## config.mk

```make
export PLATFORM = sky130hd
export DESIGN_NAME = exc_ctrl_seq
export DESIGN_NICKNAME = d
export VERILOG_FILES = /design/src/rtl/exc_ctrl_seq.sv
export SDC_FILE = /design/constraint.sdc
export NUM_CORES = 1
export LEC_CHECK = 0
export BUFFER_PORTS_ARGS = -buffer_cell sky130_fd_sc_hd__buf_4
export CAP_MARGIN = 20
export CELL_PAD_IN_SITES_DETAIL_PLACEMENT = 0
export CELL_PAD_IN_SITES_GLOBAL_PLACEMENT = 1
export CORE_MARGIN = 5
export CORE_UTILIZATION = 35
export CTS_BUF_LIST = sky130_fd_sc_hd__clkbuf_8
export DETAILED_ROUTE_END_ITERATION = 16
export PLACE_DENSITY = 0.89
export SYNTH_ARGS = -nofsm -noshare
export SYNTH_HDL_FRONTEND = slang
export SYNTH_SLANG_ARGS = --single-unit
```

## constraint.sdc

```tcl
create_clock -name clk -period 4.14 [get_ports clk]
set_input_delay 0.621 -clock clk [delete_from_list [all_inputs] [get_ports clk]]
set_output_delay 0.621 -clock clk [all_outputs]
set_load 0.05 [all_outputs]
```

## src/rtl/exc_ctrl_seq.sv

```systemverilog
// -----------------------------------------------------------------------------
// exc_ctrl_seq
// Registered MEM-stage exception resolver. It finds the highest-priority cause
// (bit 0 first), maps it to a type code, selects the bad address and the
// EPC-save qualifier, samples interrupt pending, sequences the pipeline flush
// and tracks the exception level (EXL).
//
// Ports
//   clk, rst        clock, synchronous active-high reset
//   excp_i          raw cause vector (bit INTR_BIT is replaced internally)
//   excp_valid      MEM slot holds a valid instruction
//   nullinst        MEM slot is a bubble; suppresses all causes
//   int_i           interrupt request levels
//   int_mask        Status.IM
//   int_ie          Status.IE
//   m_en            memory access in flight; blocks interrupt injection
//   pc, m_vaddr     candidate bad addresses
//   d_refs          delay-slot qualifier for EPC/BD save
//   int_pend        registered Cause.IP
//   exc_flag        one-cycle accept pulse
//   exc_type        registered type code
//   exc_baddr       registered bad address
//   exc_save        registered EPC/BD write enable
//   flush           pipeline flush request, FLUSH_CYC cycles long
//   exl             exception level
// -----------------------------------------------------------------------------
module exc_ctrl_seq #(
    parameter int EXC_W      = 18,
    parameter int TYPE_W     = 5,
    parameter int AW         = 32,
    parameter int NINT       = 8,
    parameter int INTR_BIT   = 1,
    parameter int ERET_BIT   = 17,
    // slice i holds the code for cause bit i (default: code = i + 1)
    parameter logic [EXC_W*TYPE_W-1:0] TYPE_MAP = {
        5'd18, 5'd17, 5'd16, 5'd15, 5'd14, 5'd13, 5'd12, 5'd11, 5'd10,
        5'd9,  5'd8,  5'd7,  5'd6,  5'd5,  5'd4,  5'd3,  5'd2,  5'd1},
    parameter logic [TYPE_W-1:0] NOEXC_TYPE = '0,
    parameter logic [EXC_W-1:0]  PC_MASK    = 18'h00005,
    parameter logic [EXC_W-1:0]  MEM_MASK   = 18'h03034,
    parameter int FLUSH_CYC  = 2
) (
    input  logic              clk,
    input  logic              rst,
    input  logic [EXC_W-1:0]  excp_i,
    input  logic              excp_valid,
    input  logic              nullinst,
    input  logic [NINT-1:0]   int_i,
    input  logic [NINT-1:0]   int_mask,
    input  logic              int_ie,
    input  logic              m_en,
    input  logic [AW-1:0]     pc,
    input  logic [AW-1:0]     m_vaddr,
    input  logic              d_refs,
    output logic [NINT-1:0]   int_pend,
    output logic              exc_flag,
    output logic [TYPE_W-1:0] exc_type,
    output logic [AW-1:0]     exc_baddr,
    output logic              exc_save,
    output logic              flush,
    output logic              exl
);

    // state | meaning
    // IDLE  | waiting for a cause; accepts the winner of the effective vector
    // FLUSH | flush held high, counter running; new causes are ignored

    localparam int WW = (EXC_W > 1) ? $clog2(EXC_W) : 1;
    localparam int CW = (FLUSH_CYC > 1) ? $clog2(FLUSH_CYC) : 1;

    typedef enum logic {IDLE, FLUSH} state_t;

    state_t            state;
    logic [CW-1:0]     cnt;

    logic              intr_req;
    logic [EXC_W-1:0]  excv;
    logic [WW-1:0]     winner;
    logic [TYPE_W-1:0] win_type;
    logic [AW-1:0]     win_baddr;
    logic              win_save;
    logic              is_eret;

    always_comb begin
        intr_req = (|(int_pend & int_mask)) & int_ie & ~exl & ~m_en;
        excv = excp_i;
        excv[INTR_BIT] = intr_req;
        if (nullinst || !excp_valid)
            excv = '0;
    end

    // Scanning from the top down lets the lowest set bit be the last writer.
    always_comb begin
        winner    = '0;
        win_type  = NOEXC_TYPE;
        win_baddr = '0;
        win_save  = 1'b0;
        for (int i = EXC_W - 1; i >= 0; i--) begin
            if (excv[i]) begin
                winner   = WW'(i);
                win_type = TYPE_MAP[i*TYPE_W +: TYPE_W];
                if (PC_MASK[i]) begin
                    win_baddr = pc;
                    win_save  = 1'b0;
                end else if (MEM_MASK[i]) begin
                    win_baddr = m_vaddr;
                    win_save  = d_refs;
                end else begin
                    win_baddr = '0;
                    win_save  = d_refs;
                end
            end
        end
        // nested exception must not clobber EPC
        if (exl)
            win_save = 1'b0;
        is_eret = (|excv) && (winner == WW'(ERET_BIT));
    end

    always_ff @(posedge clk) begin
        if (rst) begin
            state     <= IDLE;
            cnt       <= '0;
            int_pend  <= '0;
            exc_flag  <= 1'b0;
            exc_type  <= NOEXC_TYPE;
            exc_baddr <= '0;
            exc_save  <= 1'b0;
            flush     <= 1'b0;
            exl       <= 1'b0;
        end else begin
            int_pend <= int_i;
            case (state)
                IDLE: begin
                    if (|excv) begin
                        exc_flag  <= 1'b1;
                        exc_type  <= win_type;
                        exc_baddr <= win_baddr;
                        exc_save  <= win_save;
                        flush     <= 1'b1;
                        cnt       <= CW'(FLUSH_CYC - 1);
                        exl       <= ~is_eret;
                        state     <= FLUSH;
                    end else begin
                        exc_flag <= 1'b0;
                    end
                end
                FLUSH: begin
                    exc_flag <= 1'b0;
                    if (cnt == '0) begin
                        flush <= 1'b0;
                        state <= IDLE;
                    end else begin
                        cnt <= cnt - 1'b1;
                    end
                end
            endcase
        end
    end

endmodule
```

# Yosys cells after proc, flatten, opt, wreduce, memory -nomap -nowiden
# Index checks and enable logic that the tools add are counted.
# classes
eq_ne	3
n_mux	79
bitwise	8
n_reduce_logical	7
add_sub_neg	1
# ops
cell	count
two-way mux 32 bit	14
two-way mux 5 bit	36
two-way mux 1 bit	24
two-way mux 18 bit	1
OR reduction 18 bit	1
bitwise AND 8 bit	1
case mux 1 bit (2 select lines)	4
OR reduction 8 bit	1
equality test 5 bit, second input constant	1
inequality test 2 bit, second input constant	2
inverter 1 bit	4
AND reduction 2 bit	2
bitwise AND 1 bit	3
logical AND 1 bit	1
zero test 1 bit	1
logical OR 1 bit	1
subtractor 1 bit, second input constant	1
# word_totals
ff_bits	51
inputBits	105
word_cells	107

# Logic depth before layout (Yosys ltp)
# logic_depth
word_depth	27
ltp_mapped	8

# Least setup slack after synthesis
# No wires, ideal clock.
# synth_timing
path_kind	input to register
from	input excp_i[6]
to	register exc_baddr[10]
t_required_ns	4.061
cell_stages	8
setup_slack_ns	1.787
setup_ns	0.079
arrival_time_ns	2.274
n_path_buf	2
path_cell_list	or4_4 nand4b_4 o31ai_4 a21oi_2 or2_1 buf_6 buf_6 o221ai_2
# synth_between
elab_chain_len	8
elab_cells_between_ends	10
classes_between	mux (8); reduce/logical (2)
# synth_rtl
element	line_no	text
from (decl)	45	input logic [EXC_W-1:0] excp_i,
two-way mux 18 bit (*)	88	if (nullinst || !excp_valid)
two-way mux 32 bit (7 in a row)	99	if (excv[i]) begin
to (signal assigned)	138	exc_baddr <= win_baddr;
to (decl)	58	output logic [AW-1:0] exc_baddr,
# Mark *: on every way between the ends. The rest lies on a longest branch, timed or not.
# A chain may end at the register's enable or synchronous reset.

# Worst setup path after layout
# layout_timing
from	input excp_i[6]
to	register exc_baddr[1]
# Same word-level chain as after synthesis.

==> out/summary.txt <==
Number of vias per cell = 5.03
Via Count = 2762
RSZ-0062 raised after global routing = no
Grt total ovfl = 0
GP Congestion = 0.872
Share of cells above drive strength 1 = 46.5%
Hold slack = 0.462 ns
Wirelength, routed = 8270 um
HPWL after DPL = 6540 um
Distinct cells, synth = 41
Clk buf depth = 2
Final cell count without fillers = 549
Cell with the most instances after synthesis = dfxtp_1
Final-report max-slew violation count = 0
Filler cell count = 723
Synth area leaders = dfxtp_1, o221ai_2, a22oi_1, nand2_1, inv_1
CTS buffer count = 5
Die W = 98.2 um
Max Clock Freq = 364 MHz
Top_reg_cell synth = dfxtp_1
Min-Delay Path Class = flip-flop to flip-flop
Area Overhead vs Synth = 48.3%
Seq/Total Area, Yosys = 37.5%
Fin. Hold Viols = 0
Setup TNS = 0 ns
Pre-antenna DRT Iters = 4
Clock-pin slew on the worst setup and hold paths = 0.09 ns
Post-synthesis cell area = 2730 um^2
Worst r2r src = int_pend[3]$_SDFF_PP0_
Maxcap violations = 0
Mean Syn Cell Area = 9.11 um^2
H-tree Lvls = 2
Final setup vio count = 0
Synthesized Nets = 404
Pwr/cell area = 271 nW/um^2
# DRC = 0
PortBufs = 152
Clock root buffer = clkbuf_8
Nets = 551
Synth warnings = 0
Die ar. = 9650 um^2
Post_cts resized = 0
Post-synth ARST share = 0%
Worst-margin pin slew = 0.650 ns
CP Class = input pin to flip-flop
Tmin final = 2.75 ns
CP Launch Type = input pin
WP data required = 4.37 ns
Rows = 32
Largest net degree at the start of global routing = 25
Cell taking the most area after synthesis = dfxtp_1
Max VDD drop = 0.127 mV
ANT nets after route = 0
Count of hold-fix buffers inserted at cts = 0
Placed Cells = 541
Hold Crit Start = exc_save$_SDFFE_PP0P_
Clock Sinks = 51
Skew final = 0.00340 ns
Starting Density = 35.6%
Number of flops mapped to enable cells by yosys = 0
Slew HR = 56.4%
Synth top area share = 37.5%
Gr usage total = 16.3%
1st-iter DRT viols = 85
Crit end category = flip-flop
Status = finished, final reports clean
Io pins = 154
Highest net fanout along the worst path = 19
Ant. Diodes = 0
Number of synthesized register bits = 51
CTS tree = yes
Pleak = 1.67 nW
Clk_lat worst skew = 0.30 ns
Core area = 7650 um^2
Global-route wire length before repair = 13100 um
Syn Inst Count = 299
Worst Setup SP = excp_i[6]
Die height = 98.2 um
Antenna violations before repair = 0
Setup Buffers After CTS = 0
Synth cell count leaders = dfxtp_1, nand2_1, a22oi_1, inv_1, o221ai_2
CP Data Arrival Time = 2.97 ns
Avg WL per Cell = 15.1 um
Vias in the first global route = 2719
Period utilization = 66.4%
[metrics by stage]
| step | total power, mW | area (um^2) | setup slack, ns | utilization (%) |
|---|---|---|---|---|
| 2_1_floorplan | 0.697 | 2730 | 1.79 | - |
| 3_3_place_gp | 0.831 | 3960 | 1.08 | 51.8 |
| 3_5_place_dp | 0.835 | 3960 | 1.05 | 51.8 |
| 4_1_cts | 1.11 | 4040 | 1.37 | 52.8 |
| 5_1_grt | 1.15 | 4040 | 1.27 | 52.8 |
| 6_report | 1.09 | 4040 | 1.39 | 52.8 |
[sequential cells by signal, summed over array words and instances, names as in the netlist]
register	count
cnt	1
exc_baddr	32
exc_flag	1
exc_save	1
exc_type	5
exl	1
flush	1
int_pend	8
state	1
[cells in the final DEF, fill, tap and decap left out, types with 3 or more instances in the layout]
cell type	count
a211oi_1	3
a21oi_1	9
a22oi_1	36
buf_4	161
clkbuf_8	5
dfxtp_1	51
inv_1	38
nand2_1	38
nand2b_1	7
nor2_1	14
nor2b_1	10
nor3_1	8
o21ai_0	3
o221ai_1	3
o221ai_2	30
[power breakdown]
part           leakage [nW]  internal, mW  switching, mW
combinational          1.20         0.129          0.169
clock                0.0505         0.114          0.159
sequential            0.416         0.512         0.0122
total                  1.67         0.755          0.340
[cells by family (layout without fill, tap and decap cells)]
logic type	count (synthesis)	after routing	share of synthesized area [%]
and+or+nand+nor	94	94	18.4
buffers and inverters	57	205	9.27
DFF	51	51	37.5
AOI/OAI and AO/OA	97	97	34.9
[path summary, 6_finish.rpt]
| kind | depth (start not counted) | end | slack [ns] |
|---|---|---|---|
| max | 9 | exc_baddr[1]$_SDFFE_PP0P_ | 1.39 |
| min reg2reg | 1 | exc_save$_SDFFE_PP0P_ | 0.46 |
| min | 1 | exc_save$_SDFFE_PP0P_ | 0.46 |
| max reg2reg | 8 | exc_baddr[1]$_SDFFE_PP0P_ | 1.50 |
[final cells by class]
| class | instances | area, um^2 | area share (%) |
|---|---|---|---|
| Clock buffer | 5 | 68.8 | 1.70 |
| Clock inverter | 3 | 12.5 | 0.310 |
| Inverter | 36 | 135 | 3.34 |
| Multi-Input combinational cell | 191 | 1470 | 36.3 |
| Sequential cell | 51 | 1020 | 25.3 |
| Tap cell | 102 | 128 | 3.16 |
| Timing Repair Buffer | 161 | 1210 | 29.9 |
[metal layers]
| layer | global-route usage [%] | wire length [um] | vias to the layer above | share of wire (%) |
|---|---|---|---|---|
| met5 | 0 | 0 | - | 0 |
| met4 | 4.31 | 133 | 0 | 1.6 |
| met3 | 3.86 | 551 | 10 | 6.7 |
| met2 | 28.4 | 4060 | 95 | 49 |
| met1 | 20.2 | 3520 | 1264 | 43 |
| li1 | - | - | 1393 | - |
[critical path: stages]
cell      delay [ns]
buf_4           0.13
or4_4           0.55
nand4b_4        0.20
o31ai_4         0.22
a21oi_2         0.08
buf_4           0.19
or2_2           0.52
buf_4           0.29
o221ai_1        0.16
(Power assumes the default switching activity.)
